### config.mk
export PLATFORM = sky130hd
export DESIGN_NAME = if_fetch_bpred
export DESIGN_NICKNAME = d
export VERILOG_FILES = /design/src/rtl/if_fetch_bpred_pkg.sv /design/src/rtl/if_fetch_bpred_bht_2bit.sv /design/src/rtl/if_fetch_bpred.sv
export SDC_FILE = /design/constraint.sdc
export NUM_CORES = 1
export LEC_CHECK = 0
export CAP_MARGIN = 30
export CORE_MARGIN = 4
export CORE_UTILIZATION = 36
export DETAILED_ROUTE_END_ITERATION = 10
export GPL_ROUTABILITY_DRIVEN = 0
export PLACE_DENSITY = 0.7
export SYNTH_ARGS = -nofsm -noshare
export SYNTH_HDL_FRONTEND = slang
export SYNTH_SLANG_ARGS = --single-unit
### constraint.sdc
create_clock -name clk -period 5.6 [get_ports clk]
set_clock_uncertainty 0.2 [all_clocks]
set_input_delay 1.12 -clock clk [delete_from_list [all_inputs] [get_ports clk]]
set_output_delay 1.12 -clock clk [all_outputs]
set_load 0.02 [all_outputs]
### src/rtl/if_fetch_bpred_pkg.sv
// Shared definitions for the IF stage: the branch opcode, the 2-bit counter
// encodings and their reset value, plus small decode/update helpers.
package if_fetch_bpred_pkg;

  localparam logic [6:0] OPC_BRANCH = 7'b1100011;

  typedef enum logic [1:0] {
    CTR_SNT = 2'b00,  // strongly not-taken
    CTR_WNT = 2'b01,  // weakly not-taken
    CTR_WT  = 2'b10,  // weakly taken
    CTR_ST  = 2'b11   // strongly taken
  } ctr_e;

  localparam ctr_e BHT_RESET_VAL = CTR_WNT;

  // B-type immediate: sext({d[31], d[7], d[30:25], d[11:8], 1'b0})
  function automatic logic [31:0] imm_b(input logic [31:0] d);
    return {{19{d[31]}}, d[31], d[7], d[30:25], d[11:8], 1'b0};
  endfunction

  // Saturating 2-bit counter step toward the resolved outcome
  function automatic ctr_e ctr_next(input ctr_e c, input logic taken);
    logic [1:0] v;
    v = c;
    if (taken && (v != 2'b11)) begin
      v = v + 2'd1;
    end else if (!taken && (v != 2'b00)) begin
      v = v - 2'd1;
    end
    return ctr_e'(v);
  endfunction

endpackage

### src/rtl/if_fetch_bpred_bht_2bit.sv
// Branch history table: array of 2-bit saturating counters with one
// combinational read port (fetch) and one synchronous update port (EX resolve).
// A read of an entry being updated in the same cycle returns the old value.
module bht_2bit
  import if_fetch_bpred_pkg::*;
#(
  parameter int ENTRIES = 64,
  parameter int IDX_W   = 6
) (
  input  logic             clk,
  input  logic             reset,
  input  logic [IDX_W-1:0] i_rd_idx,
  output ctr_e             o_rd_ctr,
  input  logic             i_upd_en,
  input  logic [IDX_W-1:0] i_upd_idx,
  input  logic             i_upd_taken
);

  ctr_e r_ctr [ENTRIES];

  assign o_rd_ctr = r_ctr[i_rd_idx];

  // Counter array: async clear to weakly-not-taken, saturating update per resolved branch
  always_ff @(posedge clk or posedge reset) begin
    if (reset) begin
      // NOTE: the table is reset explicitly so learned history is discarded on reset; this keeps it in flops rather than RAM, and state uses <= so all entries update together at the edge.
      for (int i = 0; i < ENTRIES; i++) begin
        r_ctr[i] <= BHT_RESET_VAL;
      end
    end else if (i_upd_en) begin
      r_ctr[i_upd_idx] <= ctr_next(r_ctr[i_upd_idx], i_upd_taken);
    end
  end

endmodule

### src/rtl/if_fetch_bpred.sv
// IF stage: PC register, B-type predecode, BHT-based prediction and the
// next-PC selection (EX mispredict > stall > ID jump > predicted taken > +4).
module if_fetch_bpred
  import if_fetch_bpred_pkg::*;
#(
  parameter logic [31:0] RESET_PC    = 32'h0,
  parameter int          BHT_ENTRIES = 64,
  parameter int          BHT_IDX_W   = 6
) (
  input  logic        clk,
  input  logic        reset,
  input  logic [31:0] inst_mem_read_data,
  output logic [31:0] inst_mem_read_addr,
  output logic        IF_take,
  input  logic        EX_stall,
  input  logic        ID_branch,
  input  logic [31:0] ID_target,
  input  logic        EX_branch,
  input  logic        EX_zero,
  input  logic        EX_take,
  input  logic [31:0] EX_pc,
  input  logic [31:0] EX_target
);

  logic [31:0] r_pc;
  logic [31:0] w_next_pc;
  logic [31:0] w_pred_target;
  logic        w_is_b;
  logic        w_mispred;
  ctr_e        w_rd_ctr;
  logic        w_unused_bits;

  // Predecode: only the opcode decides B-type; register/funct3 fields are ignored
  assign w_is_b        = (inst_mem_read_data[6:0] == OPC_BRANCH);
  assign w_pred_target = r_pc + imm_b(inst_mem_read_data);
  assign IF_take       = w_is_b && w_rd_ctr[1];
  assign w_mispred     = EX_branch && (EX_zero != EX_take);

  assign inst_mem_read_addr = r_pc;
  assign w_unused_bits      = ^{inst_mem_read_data[24:12], w_rd_ctr[0]};

  bht_2bit #(
    .ENTRIES (BHT_ENTRIES),
    .IDX_W   (BHT_IDX_W)
  ) u_bht (
    .clk         (clk),
    .reset       (reset),
    .i_rd_idx    (r_pc[BHT_IDX_W+1:2]),
    .o_rd_ctr    (w_rd_ctr),
    .i_upd_en    (EX_branch),
    .i_upd_idx   (EX_pc[BHT_IDX_W+1:2]),
    .i_upd_taken (EX_zero)
  );

  // Next-PC priority mux
  always_comb begin
    // NOTE: default assignment first so every path drives w_next_pc (no latch); blocking = is correct in combinational logic.
    w_next_pc = r_pc + 32'd4;
    if (w_mispred) begin
      w_next_pc = EX_zero ? EX_target : (EX_pc + 32'd4);
    end else if (EX_stall) begin
      w_next_pc = r_pc;
    end else if (ID_branch) begin
      w_next_pc = ID_target;
    end else if (IF_take) begin
      w_next_pc = w_pred_target;
    end
  end

  // PC register with asynchronous reset
  always_ff @(posedge clk or posedge reset) begin
    if (reset) begin
      r_pc <= RESET_PC;
    end else begin
      r_pc <= w_next_pc;
    end
  end

endmodule

==> results.py <==
metrics = {
    "setup_path": {
        "cp-end-kind": "output port",
        "crit_type": "in2out",
        "cp-start-kind": "input pin",
        "worstPathArrival_ns": 3.29,
        "required_ns": 4.28,
        "path_max_fanout": 2,
    },
    "sta": {
        "finalCriticalPeriod_ns": 4.61,
        "setup_viol": 0,
        "slew_violations": 0,
        "setup_tns_ns": 0,
        "finalHoldViolations": 0,
        "whs_ns": 0.330,
        "fin_crit_sh_pct": 82.3,
        "rsz0062_at_grt": "no",
        "tightest_slew_ns": 1.00,
        "slew_headroom_pct": 33.0,
        "fmax_mhz": 217,
    },
    "power_and_ir_drop": {
        "power_frac_clock_pct": 27.1,
        "peakVddDrop_v": 0.000222,
        "power.share.combinational_pct": 35.5,
        "p_seq_share_pct": 37.5,
        "p_switching_mw": 1.60,
        "p_int_mw": 2.88,
        "p_per_area_nw_per_um2": 309,
        "p_leak_nw": 5.83,
        "swShare_pct": 35.7,
    },
    "global_routing": {
        "antenna_found_initial": 0,
        "grt_pass1_wl_um": 58200,
        "grt_usage_pct": 20.4,
        "grt-ovfl-total": 0,
        "grt_pass1_vias": 10200,
        "grt_max_degree": 105,
    },
    "die": {
        "num_rows": 66,
        "coreArea_sq_um": 32600,
        "dieArea_sq_um": 36100,
        "initial_utilization_pct": 36.5,
        "die_x_um": 190,
        "die_h_um": 190,
        "io_pins": 168,
    },
    "clocking": {
        "hold_buffers": 0,
        "clk_path_buf_depth": 2,
        "path_clk_slew_ns": 0.07,
        "post_cts_buffers": 0,
        "cts_made_buffers": 17,
        "htreeDepth": 4,
        "cts_tree": "yes",
        "cts_num_sinks": 160,
        "cts_root_buffer": "clkbuf_16",
        "insertion_delay_ns": 0.44,
        "cts_resized": 0,
    },
    "logic_synthesis": {
        "synthesis.area_sq_um": 11900,
        "syn_area_per_cell_sq_um": 9.59,
        "synthFlopType": "dfrtp_1",
        "synth-edff-count": 0,
        "synth_nets": 1413,
        "synth-seq-cells": 160,
        "ys_async_sr_fraction_pct": 100,
        "syn_inst": 1243,
        "synth_seq_area_share_pct": 34.3,
        "synth.distinct_cells": 77,
        "yosysWarnings": 0,
    },
    "layout": {
        "area_growth_pct": 21.7,
        "nFillCells": 3049,
        "antenna_cells": 0,
        "final_util_pct": 44.5,
        "seq_area_sq_um": 4080,
        "multiInputGateArea_sq_um": 7330,
        "layout_common_cells": "clkdlybuf4s50_1 (150), mux2_2 (142), nor2_1 (114)",
        "finalNetCount": 1535,
        "drive_gt1_share_pct": 23.1,
        "final_common_cell": "clkdlybuf4s50_1",
    },
    "routing": {
        "ant_nets": 0,
        "finalWirelength_um": 37700,
        "drt_iter0_drc": 1081,
        "via_per_inst": 5.84,
        "wl_per_cell_um": 20.7,
        "vias": 10600,
        "drc": 0,
        "first_pass_iters": 7,
    },
    "place": {
        "hpwl_um": 27400,
        "port_buffers": 154,
    },
    "outcome": {
        "status": "complete, no violations",
    },
    "job": {
        "cap_violations": 0,
    },
    "hold_path": {
        "min_path_type": "reg2reg",
    },
}
power by group through the flow:
stage	logic (mW)	registers [mW]	clock network, mW
after floorplan	1.08	1.64	0
after global placement	1.53	1.67	0
after detailed placement	1.57	1.69	0
after CTS	1.57	1.67	1.23
after global routing	1.71	1.70	1.28
final	1.59	1.68	1.21
cells in the mapped netlist, types with 4 or more instances:
cell type	count	area [sq um]
and2_1	5	31.3
dfrtp_1	96	2400
nand3_1	26	130
mux4_2	28	631
o21ai_0	48	240
a31oi_1	8	50.1
nand2b_1	10	62.6
a211oi_1	18	135
nor2_1	114	428
buf_6	10	113
buf_4	6	45.0
nor3_1	17	85.1
o21ai_1	8	40.0
o21bai_1	4	30.0
a21oi_1	94	470
xor2_1	31	272
buf_1	10	37.5
nand4_1	20	125
or3_1	7	43.8
mux2i_1	31	310
dfstp_2	64	1680
o211ai_1	8	60.1
and4_1	7	61.3
ha_1	34	425
a211o_1	4	35.0
nor3b_1	8	60.1
clkbuf_1	42	158
a22oi_1	14	105
a22o_1	4	35.0
inv_1	27	101
o31ai_1	4	30.0
nand3b_1	5	37.5
o22ai_1	18	113
mux2_2	142	1600
and3_1	14	87.6
a221oi_1	10	87.6
o311a_1	6	60.1
a21o_1	10	75.1
buf_2	14	70.1
xnor2_1	45	394
nand2_1	107	402
nor2b_1	16	100
worst max-delay path, cell delays in order:
cell	delay (ns)
clkdlybuf4s50_1	0.44
nand4b_1	0.18
nor4b_1	0.55
nand4b_1	0.22
inv_1	0.15
clkdlybuf4s50_1	0.62
registers in the layout, summed over array words and instances (netlist names):
| name | count |
|---|---|
| u_bht.r_ctr | 128 |
| inst_mem_read_addr | 32 |
cells by family after synthesis:
kind of cell	Yosys count	synth area share (%)
multiplexers	204	21.6
flip-flops	160	34.3
adder cells (fa/ha/maj)	35	3.74
AO/OA/AOI/OAI	277	14.6
XOR/XNOR	76	5.59
buffers and inverters	111	4.48
AND/OR/NAND/NOR	380	15.7
area by class of cell:
| class | instances | share of cell area [%] |
|---|---|---|
| tap | 442 | 3.81 |
| sequential | 160 | 28.2 |
| clock buffer | 18 | 2.96 |
| inverter | 27 | 0.733 |
| timing repair buffer | 187 | 12.6 |
| multi-input combinational | 972 | 50.5 |
| clock inverter | 14 | 1.21 |
routing by layer:
metal	track usage [%]	vias up	part of all wire [%]
met5	0	-	0
li1	-	4823	-
met2	32.1	536	45
met1	28.0	5196	43
met4	5.87	0	2.4
met3	4.92	76	9.2
final timing paths:
kind                                  startpoint                     end  slack, ns  cells past startpoint
max                        inst_mem_read_data[3]                 IF_take       0.99                      6
min                             u_bht.r_ctr[123]        u_bht.r_ctr[123]       0.33                      1
max reg2reg                inst_mem_read_addr[3]  inst_mem_read_addr[31]       1.52                     11
min reg2reg                     u_bht.r_ctr[123]        u_bht.r_ctr[123]       0.33                      1
max in group asynchronous                  reset  inst_mem_read_addr[27]       3.36                      4
min in group asynchronous                  reset        u_bht.r_ctr[122]       0.89                      2
stage by stage:
stage | std cells | setup slack, ns | total power [mW] | cell area [sq um]
floorplan | 1243 | 0.0660 | 2.72 | 11900
global placement | 1787 | 0.683 | 3.20 | 13900
detailed placement | 1787 | 0.649 | 3.25 | 13900
CTS | 1819 | 1.01 | 4.47 | 14500
global route | 1820 | 0.872 | 4.70 | 14500
finish | 1820 | 0.991 | 4.48 | 14500
(Power assumes the default switching activity.)
==> variant: new RTL, same flow settings <==
The parameter `BHT_ENTRIES` goes from 64 to 128.
--- a/src/rtl/if_fetch_bpred.sv
+++ b/src/rtl/if_fetch_bpred.sv
@@ -6,3 +6,3 @@
   parameter logic [31:0] RESET_PC    = 32'h0,
-  parameter int          BHT_ENTRIES = 64,
+  parameter int          BHT_ENTRIES = 128,
   parameter int          BHT_IDX_W   = 6
Check against the original RTL: not settled (the Yosys comparison gave no result); the edit may change what the design does.
==> variant against the unedited design <==
  * Design area grew 1.7%
  * Setup slack lost 210 ps
  * Area after synthesis grew 2.2%
  * Wire length grew 4.3%
  * Count of clock-buffer cells in the layout is the same
  * Sequential cell count is the same
  * Critical path depth shrank 1
  * Total power grew 2.6%
  * Critical endpoint unchanged
==> variant: results (changes against the unedited design) <==
[outcome]
status=finished, final reports clean

[pwr]
pwr-share-clk_pct=25.2  ; -1.9 points
sequentialPower_mw=1.72  ; +2%
seqPwrFrac_pct=37.5  ; about the same
p_int_mw=2.89  ; +0.56%
leakage_nw=5.93  ; +1.7%
ir_worst_vdd_uv=189  ; -15%

[timing]
worst_pin_slew_ps=965  ; -35.1 ps
holdWs_ps=331  ; +1.09 ps

[detailed_routing]
viasPerCell=5.93  ; +1.6%
met1_length_microns=16600  ; +2.9%
first_pass_iters=6  ; -1
drt_wl_total_microns=39300  ; +4.3%
routedWlPerCell_microns=21.4  ; +3.1%
dr.first_iter.drc_count=1082  ; +0.093%
dr.max_layer_used=met5
dr_wl_met2_microns=18900  ; +10%
met3_length_microns=2990  ; -14%

[place]
dp.cells=1809  ; +1.2%
place_area_sq_um=14200  ; +2.2%
hpwl_microns=29000  ; +5.7%
dp_slack_ps=459  ; -190 ps

[setup_path]
critPathArrivalTime_ps=3500  ; +210 ps
critPathMaxFanout=9  ; +7
r2r_end=inst_mem_read_addr[29]
critPathMaxStageDelay_ps=760  ; +140 ps
r2r_slack_ps=1750  ; +230 ps
worst_path_max_delay_cell=dfrtp_1
reg2reg_from=inst_mem_read_addr[2]
r2r_cells=11  ; unchanged

[yosys]
ys_types=70  ; -9.1%
syn_area_per_cell_sq_um=9.63  ; +0.48%
syn-num-nets=1434  ; +1.5%
ys_top_cells_by_area=dfrtp_1 20%, dfstp_2 14%, mux2_2 14%, mux4_2 5.7%, nand2_1 3.9%
ys_top_cells_by_count=149 x mux2_2, 127 x nand2_1, 99 x nor2_1
synth_warnings=0  ; unchanged
async_flop_share_pct=100  ; unchanged
synth-seq-area-share_pct=33.5  ; -0.73 points

[clock_tree]
cts_root_buf=clkbuf_16
cts_setup_buffers=0  ; unchanged
cts_resized=0  ; unchanged

[global_routing]
grt_pass1_vias=10800  ; +6.4%
grt_max_degree=84  ; -20%
met2_usage_pct=34.8  ; +2.7 points
gr-usage-met1_pct=28.4  ; +0.39 points
gr-usage-all-layers_pct=21.1  ; +0.76 points
gr-usage-met3_pct=4.09  ; -0.83 points
antenna_found_initial=1  ; +1
grt_pass1_wl_microns=61200  ; +5.1%

[final_layout]
fill_cells=3150  ; +3.3%
diodes=0  ; unchanged
nNetsFinal=1550  ; +0.98%
stdcell_area_sq_um=14800  ; +1.7%
drive_gt1_share_pct=23.0  ; -0.11 points

[worst_hold_path]
holdCritStartpoint=u_bht.r_ctr[223]
holdPathEnd=u_bht.r_ctr[223]

[variant: cell count changes after synthesis, sizes merged, moves of 6 or more]
cell / before / now
nand3: 27 / 38
a21oi: 94 / 53
nand2: 107 / 127
mux2i: 31 / 44
nor2: 115 / 99
o22ai: 18 / 5
clkbuf: 44 / 54
a21o: 10 / 16
and3: 14 / 20
o211ai: 8 / 20
a211oi: 18 / 9
inv: 27 / 18
buf: 40 / 31
xor2: 31 / 38
[variant: cells by family (layout without fill, tap and decap cells)]
group,after synthesis,in the layout,synth area share (%)
XOR/XNOR,79,79,5.68
AO/OA/AOI/OAI,257,257,14.2
adder cells (fa/ha/maj),35,35,3.66
buffers and inverters,104,233,3.54
AND/OR/NAND/NOR,405,405,16.2
flip-flops,160,160,33.5
multiplexers,224,224,23.1
[variant: cell type report]
type	instances	area share [%]
well taps	448	3.80
flip-flops and latches	160	27.7
inverters	19	0.517
repair buffers	182	12.1
multi-input cells	1000	52.0
clock inverters	14	0.949
clock buffers	18	2.98
[variant: how the worst max path moves through the flow]
stage,startpoint,end,slack (ps),depth (start not counted)
6_report,inst_mem_read_addr[2],IF_take,780,5
5_1_grt,inst_mem_read_addr[2],IF_take,630,5
4_1_cts,inst_mem_read_addr[2],IF_take,720,5
3_5_place_dp,EX_pc[3],u_bht.r_ctr[229],460,14
3_3_place_gp,EX_pc[3],u_bht.r_ctr[229],540,14
2_1_floorplan,reset,inst_mem_read_addr[0],70,1
[variant: critical path: cells and delay by family, from the launching register on]
| kind | cells | cell delay (ps) |
|---|---|---|
| AOI/OAI and AO/OA | 1 | 220 |
| buffers and inverters | 1 | 600 |
| DFF | 1 | 760 |
| muxes | 2 | 1130 |
| and+or+nand+nor | 1 | 330 |
